## src/rtl/fetch_pkg.sv

```systemverilog
// Shared definitions for the fetch/align front end.
// Provides halfword/instruction widths, the opcode-length mask and the
// compressed-instruction test used by the buffer and the queue.
package fetch_pkg;

  localparam int unsigned HW_W = 16;
  localparam int unsigned ILEN = 32;
  localparam logic [1:0]  OPC_MASK = 2'b11;

  typedef logic [HW_W-1:0] hw_t;

  // A halfword starts a 16-bit instruction unless its low two bits are 2'b11.
  function automatic logic is_compressed(input hw_t hw);
    return (hw[1:0] & OPC_MASK) != OPC_MASK;
  endfunction

endpackage

```

## src/rtl/hw_queue.sv

```systemverilog
// Halfword circular FIFO: push 0/1/2 and pop 0/1/2 halfwords per cycle.
// Ports:
//   clk, rst          clock, async active-low reset
//   flush             synchronous clear, overrides push/pop
//   push_n, push_hw0/1 number of halfwords to write; hw0 is written first
//   pop_n             number of halfwords to drop from the head
//   head_hw0/1        combinational read of head and head+1
//   count             current occupancy
module hw_queue
  import fetch_pkg::*;
#(
  parameter int unsigned DEPTH = 4,
  localparam int unsigned CW = $clog2(DEPTH + 1)
) (
  input  logic          clk,
  input  logic          rst,
  input  logic          flush,
  input  logic [1:0]    push_n,
  input  hw_t           push_hw0,
  input  hw_t           push_hw1,
  input  logic [1:0]    pop_n,
  output hw_t           head_hw0,
  output hw_t           head_hw1,
  output logic [CW-1:0] count
);

  localparam int unsigned PW  = $clog2(DEPTH);
  localparam int unsigned PW1 = PW + 1;

  hw_t           mem_q [DEPTH];
  hw_t           mem_d [DEPTH];
  logic [PW-1:0] rd_q, rd_d;
  logic [PW-1:0] wr_q, wr_d;
  logic [CW-1:0] cnt_q, cnt_d;

  // Pointer advance with wrap; DEPTH need not be a power of two.
  function automatic logic [PW-1:0] ptr_add(input logic [PW-1:0] p, input logic [1:0] n);
    logic [PW:0] s;
    s = {1'b0, p} + PW1'(n);
    if (s >= PW1'(DEPTH)) s = s - PW1'(DEPTH);
    return s[PW-1:0];
  endfunction

  // Next-state for storage, pointers and count.
  always_comb begin
    mem_d = mem_q;
    rd_d  = rd_q;
    wr_d  = wr_q;
    cnt_d = cnt_q;
    if (flush) begin
      rd_d  = '0;
      wr_d  = '0;
      cnt_d = '0;
    end else begin
      if (push_n != 2'd0) mem_d[wr_q] = push_hw0;
      if (push_n == 2'd2) mem_d[ptr_add(wr_q, 2'd1)] = push_hw1;
      wr_d  = ptr_add(wr_q, push_n);
      rd_d  = ptr_add(rd_q, pop_n);
      cnt_d = cnt_q + CW'(push_n) - CW'(pop_n);
    end
  end

  // State registers.
  always_ff @(posedge clk or negedge rst) begin
    if (!rst) begin
      for (int i = 0; i < int'(DEPTH); i++) mem_q[i] <= '0;
      rd_q  <= '0;
      wr_q  <= '0;
      cnt_q <= '0;
    end else begin
      mem_q <= mem_d;
      rd_q  <= rd_d;
      wr_q  <= wr_d;
      cnt_q <= cnt_d;
    end
  end

  assign head_hw0 = mem_q[rd_q];
  assign head_hw1 = mem_q[ptr_add(rd_q, 2'd1)];
  assign count    = cnt_q;

endmodule

```

## src/rtl/fetch_align_buffer.sv

```systemverilog
// Instruction-fetch front end: issues word-aligned fetches, buffers the
// returned words as halfwords and presents one realigned 16/32-bit
// instruction per handshake. A redirect flushes the buffer and restarts
// fetching at any halfword-aligned PC, discarding in-flight responses.
// Ports:
//   clk, rst                         clock, async active-low reset
//   imem_req_valid/ready/addr        word fetch request
//   imem_rsp_valid/data              in-order fetch response
//   redirect_valid/pc                taken branch/jump from EX
//   instr_valid/ready/data/pc        instruction handshake to IF/ID
//   instr_is_compressed              instr_data is a 16-bit instruction
module fetch_align_buffer
  import fetch_pkg::*;
#(
  parameter logic [31:0] RESET_PC = 32'h0000_0000,
  parameter int unsigned BUF_HW   = 4,
  parameter int unsigned MAX_OUT  = 2
) (
  input  logic        clk,
  input  logic        rst,
  output logic        imem_req_valid,
  input  logic        imem_req_ready,
  output logic [31:0] imem_req_addr,
  input  logic        imem_rsp_valid,
  input  logic [31:0] imem_rsp_data,
  input  logic        redirect_valid,
  input  logic [31:0] redirect_pc,
  output logic        instr_valid,
  input  logic        instr_ready,
  output logic [31:0] instr_data,
  output logic [31:0] instr_pc,
  output logic        instr_is_compressed
);

  localparam int unsigned HC_W = $clog2(BUF_HW + 1);
  localparam int unsigned OC_W = $clog2(MAX_OUT + 1);

  logic [31:0]     fetch_addr_q, fetch_addr_d;
  logic [31:0]     head_pc_q, head_pc_d;
  logic            skip_low_q, skip_low_d;
  logic [OC_W-1:0] out_cnt_q, out_cnt_d;
  logic [OC_W-1:0] dis_cnt_q, dis_cnt_d;
  logic            run_q, run_d;

  logic            flush;
  logic [1:0]      push_n, pop_n;
  hw_t             push_hw0, push_hw1;
  hw_t             h0, h1;
  logic [HC_W-1:0] hw_cnt;
  logic            head_comp_c;
  logic            head_avail_c;
  logic            req_fire_c;
  logic            instr_fire_c;
  logic            unused_c;

  assign unused_c = redirect_pc[0];

  hw_queue #(.DEPTH(BUF_HW)) u_queue (
    .clk      (clk),
    .rst      (rst),
    .flush    (flush),
    .push_n   (push_n),
    .push_hw0 (push_hw0),
    .push_hw1 (push_hw1),
    .pop_n    (pop_n),
    .head_hw0 (h0),
    .head_hw1 (h1),
    .count    (hw_cnt)
  );

  // Issue only when every outstanding word, plus this one, has room reserved.
  assign imem_req_valid = run_q && !redirect_valid
                       && (32'(out_cnt_q) < 32'(MAX_OUT))
                       && ((32'(hw_cnt) + 32'd2 * (32'(out_cnt_q) + 32'd1)) <= 32'(BUF_HW));
  assign imem_req_addr  = fetch_addr_q;
  assign req_fire_c     = imem_req_valid && imem_req_ready;

  // Head instruction is complete once all its halfwords are buffered.
  assign head_comp_c  = is_compressed(h0);
  assign head_avail_c = head_comp_c ? (hw_cnt >= HC_W'(1)) : (hw_cnt >= HC_W'(2));
  assign instr_valid  = head_avail_c && !redirect_valid;
  assign instr_data   = !instr_valid ? 32'h0 :
                        head_comp_c  ? {16'h0, h0} : {h1, h0};
  assign instr_is_compressed = instr_valid && head_comp_c;
  assign instr_pc     = head_pc_q;
  assign instr_fire_c = instr_valid && instr_ready;

  // Next-state: request/response accounting, pop, then redirect override.
  always_comb begin
    fetch_addr_d = fetch_addr_q;
    head_pc_d    = head_pc_q;
    skip_low_d   = skip_low_q;
    dis_cnt_d    = dis_cnt_q;
    run_d        = 1'b1;
    flush        = 1'b0;
    push_n       = 2'd0;
    push_hw0     = imem_rsp_data[15:0];
    push_hw1     = imem_rsp_data[31:16];
    pop_n        = 2'd0;
    out_cnt_d    = out_cnt_q + OC_W'(req_fire_c) - OC_W'(imem_rsp_valid);

    if (req_fire_c) fetch_addr_d = fetch_addr_q + 32'd4;

    if (imem_rsp_valid) begin
      if (dis_cnt_q != '0) begin
        dis_cnt_d = dis_cnt_q - OC_W'(1);
      end else if (skip_low_q) begin
        // First word after a redirect to PC[1]=1: only its upper half is live.
        push_n     = 2'd1;
        push_hw0   = imem_rsp_data[31:16];
        skip_low_d = 1'b0;
      end else begin
        push_n = 2'd2;
      end
    end

    if (instr_fire_c) begin
      pop_n     = head_comp_c ? 2'd1 : 2'd2;
      head_pc_d = head_pc_q + (head_comp_c ? 32'd2 : 32'd4);
    end

    // Every word still in flight after this cycle belongs to the old stream.
    if (redirect_valid) begin
      flush        = 1'b1;
      dis_cnt_d    = out_cnt_d;
      fetch_addr_d = {redirect_pc[31:2], 2'b00};
      head_pc_d    = {redirect_pc[31:1], 1'b0};
      skip_low_d   = redirect_pc[1];
    end
  end

  // State registers.
  always_ff @(posedge clk or negedge rst) begin
    if (!rst) begin
      fetch_addr_q <= {RESET_PC[31:2], 2'b00};
      head_pc_q    <= {RESET_PC[31:1], 1'b0};
      skip_low_q   <= RESET_PC[1];
      out_cnt_q    <= '0;
      dis_cnt_q    <= '0;
      run_q        <= 1'b0;
    end else begin
      fetch_addr_q <= fetch_addr_d;
      head_pc_q    <= head_pc_d;
      skip_low_q   <= skip_low_d;
      out_cnt_q    <= out_cnt_d;
      dis_cnt_q    <= dis_cnt_d;
      run_q        <= run_d;
    end
  end

endmodule

```

## config.mk

```make
export PLATFORM = sky130hd
export DESIGN_NAME = fetch_align_buffer
export DESIGN_NICKNAME = d
export VERILOG_FILES = /design/src/rtl/fetch_pkg.sv /design/src/rtl/hw_queue.sv /design/src/rtl/fetch_align_buffer.sv
export SDC_FILE = /design/constraint.sdc
export NUM_CORES = 1
export LEC_CHECK = 0
export CELL_PAD_IN_SITES_DETAIL_PLACEMENT = 1
export CELL_PAD_IN_SITES_GLOBAL_PLACEMENT = 2
export CORE_ASPECT_RATIO = 0.8
export CORE_MARGIN = 2
export CORE_UTILIZATION = 25
export DETAILED_ROUTE_END_ITERATION = 6
export PLACE_DENSITY = 0.76
export SKIP_CTS_REPAIR_TIMING = 1
export SYNTH_ARGS = -nofsm -noshare
export SYNTH_HDL_FRONTEND = slang
export SYNTH_SLANG_ARGS = --single-unit
```

## constraint.sdc

```tcl
create_clock -name clk -period 3.5 [get_ports clk]
set_clock_uncertainty 0.2 [all_clocks]
set_input_delay 0.525 -clock clk [delete_from_list [all_inputs] [get_ports clk]]
set_output_delay 0.525 -clock clk [all_outputs]
set_load 0.02 [all_outputs]
```

==> results.json <==
{
  "outcome": "finished, final reports clean",
  "drv_slew": 0,
  "cts_root_buf": "clkbuf_16",
  "crit_chain": "ha_1, fa_1, nor2b_1, a31oi_1, nor2_1, dlymetal6s2s_1",
  "crit_path_start_kind": "flip-flop",
  "wl_per_cell_microns": 21.8,
  "holdPathStages": 3,
  "vias_per_cell": 5.37,
  "clock-sinks": 138,
  "synth-seq-area-share_pct": 40.1,
  "syn_avg_cell_area_sq_um": 9.37,
  "die_area_sq_mm": 0.0360,
  "htreeDepth": 4,
  "path_max_fanout": 6,
  "combinationalPowerShare_pct": 41.2,
  "rr_startpoint": "out_cnt_q[0]",
  "rows": 60,
  "fillers": 3855,
  "period_share_pct": 97.1,
  "vias": 8281,
  "fp.coreArea_sq_mm": 0.0338,
  "layout_common_cells": "dfrtp_1, clkdlybuf4s50_1, nand2_1",
  "drive_above_1_share_pct": 13.3,
  "crit_type": "flip-flop to output port",
  "min_from": "redirect_valid",
  "maxCapViolCount": 0,
  "cts_tree": "yes",
  "nNetsFinal": 1181,
  "cpMaxStageDelayCell": "a31oi_1",
  "setup_viol": 0,
  "gpl.final_weighted_congestion": 0.811,
  "synth_cells": 919,
  "clkTransAtPathRegs_ps": 70,
  "clock_path_buffers": 2,
  "clockPowerShare_pct": 24.8,
  "cts_inserted_buffers": 17,
  "max_stage_delay_ps": 470,
  "design_area_sq_mm": 0.0116,
  "pin_count": 169,
  "grt_overflow_total": 0,
  "placed_cell_area_sq_mm": 0.0109,
  "internal-power_mw": 4.80,
  "async_flop_share_pct": 100,
  "first_pass_iters": 4,
  "hold_end": "instr_pc[13]",
  "grt_util_all_layers_pct": 19.0,
  "areaGrowthSynthToFinish_pct": 35.0,
  "grt_max_degree": 56,
  "die_w_microns": 212,
  "synth_edf_count": 0,
  "synth_top_area_share_pct": 40.1,
  "die-height_microns": 170,
  "fin_crit_ps": 3400,
  "synth.distinct_cells": 63,
  "grt_pass1_vias": 8616,
  "drt-total-wl_microns": 33600,
  "cp_data_required_time_ps": 2770,
  "portBuffers": 164,
  "synth_area_leaders": "dfrtp_1, mux4_2, o21ai_0",
  "synth_ff_type": "dfrtp_1",
  "syn_area_sq_mm": 0.00861,
  "ys_seq_elements": 138,
  "ant_nets": 0,
  "dr_wl_met3_microns": 1470,
  "hpwlAfterDp_microns": 23800,
  "p_leak_nw": 4.97,
  "route.detailed.drc": 0,
  "initial_utilization_pct": 25.5,
  "clk_latency_ps": 440,
  "route.met2.wl_microns": 14900,
  "max_freq_mhz": 294,
  "worstRegToRegCells": 13,
  "antenna_cells": 0,
  "critPathCaptureType": "output port",
  "worst_slew_pin_slew_ps": 673,
  "final_util_pct": 34.4,
  "wl_met1_microns": 16900,
  "cp.arrival_ps": 2670,
  "switching_power_mw": 2.83,
  "swShare_pct": 37.1,
  "yosys.area.top_type": "dfrtp_1",
  "grt_pass1_wl_microns": 52300,
  "routed.top_layer": "met5",
  "power_frac_seq_pct": 34.0,
  "antenna_found_initial": 1,
  "powerDensity_mw_per_mm2": 657,
  "drt_iter0_drc": 424,
  "peakVddDrop_mv": 0.336,
  "final_common_cell": "dfrtp_1",
  "slew_headroom_pct": 54.7,
  "r2r-end": "dis_cnt_q[1]",
  "r2r_setup_slack_ps": 190,
  "ys_warn_count": 0,
  "hold_viol_final": 0,
  "hold_path_class": "input port to flip-flop"
}
==> per-stage QoR <==
step	setup slack (ps)	hold slack (ps)	cells	power [mW]	setup TNS, ps
floorplan	120	29.4	921	4.55	0
CTS	-347	-170	1541	7.71	-8720
global placement	160	292	1509	5.66	0
finish	102	318	1543	7.64	0
detailed placement	119	304	1509	5.77	0
global route	-21.5	336	1543	8.10	-21.5
==> routing by layer <==
layer / vias up / GRT usage (%)
met5: - / 0
met4: 2 / 4.47
met3: 26 / 3.52
met2: 199 / 28.7
met1: 4293 / 28.0
li1: 3761 / -
==> cell usage after synthesis, types with 11 or more instances <==
master,n
nor3_1,13
xnor2_1,11
ha_1,11
nor2b_1,42
mux4_2,32
xor2_1,14
o211ai_1,13
clkbuf_1,44
a21oi_1,46
nand3_1,25
o21ai_0,77
a2bb2oi_1,16
nand2_1,102
dfrtp_1,138
inv_1,23
o2bb2ai_1,16
nor2_1,72
nand4_1,13
a22o_1,16
a31oi_1,20
or3_1,13
nor4_1,11
mux2i_1,16
==> power by group through the flow <==
stage	Clock, mW	Sequential, mW	Combinational (mW)
2_1_floorplan	0	2.52	2.03
3_3_place_gp	0	2.57	3.09
3_5_place_dp	0	2.60	3.16
4_1_cts	1.94	2.58	3.19
5_1_grt	2.01	2.67	3.43
6_report	1.89	2.60	3.15
==> cell families (layout without fill, tap and decap cells) <==
group | Yosys count | after routing | share of synthesized area [%]
simple gates | 338 | 338 | 19.7
compound gates | 264 | 264 | 20.5
flops | 138 | 138 | 40.1
buf+inv | 87 | 275 | 4.11
mux | 50 | 50 | 10.5
xor+xnor | 25 | 25 | 2.54
fa+ha+maj | 15 | 15 | 2.53
other cells | 2 | 4 | 0.0872
==> area by class of cell <==
type,instances,area [sq um],share of cell area (%)
Multi-Input combinational cell,696,4850,41.7
Sequential cell,138,3450,29.7
Timing Repair Buffer,218,2090,18.0
Tap cell,434,543,4.67
Clock buffer,20,457,3.93
Clock inverter,12,140,1.21
Inverter,25,96.3,0.829
==> registers in the layout, indices dropped and copies added, names as in the netlist <==
signal / cells
dis_cnt_q: 2
instr_pc: 31
skip_low_q: 1
out_cnt_q: 2
u_queue.wr_q: 2
u_queue.mem_q: 64
u_queue.rd_q: 2
imem_req_addr: 30
u_queue.count: 3
run_q: 1
==> worst max-delay path: cells and delay by family, from the launching register on <==
kind | cells | cell delay, ps
AOI/OAI and AO/OA | 1 | 470
and+or+nand+nor | 2 | 330
DFF | 1 | 420
buffers and inverters | 1 | 250
adders and majority gates | 2 | 770
==> how the worst max path moves through the flow <==
stage / startpoint / endpoint / slack (ps) / depth (start not counted)
after global placement: u_queue.rd_q[0] / instr_pc[27] / 160 / 12
after floorplan: out_cnt_q[0] / dis_cnt_q[1] / 120 / 15
after CTS: u_queue.rd_q[0] / instr_data[12] / -350 / 9
after detailed placement: u_queue.rd_q[0] / instr_pc[29] / 120 / 12
final: out_cnt_q[0] / imem_req_valid / 100 / 6
after global routing: u_queue.rd_q[0] / instr_data[13] / -20 / 9
Note: power is estimated with default switching activity, not from simulation.
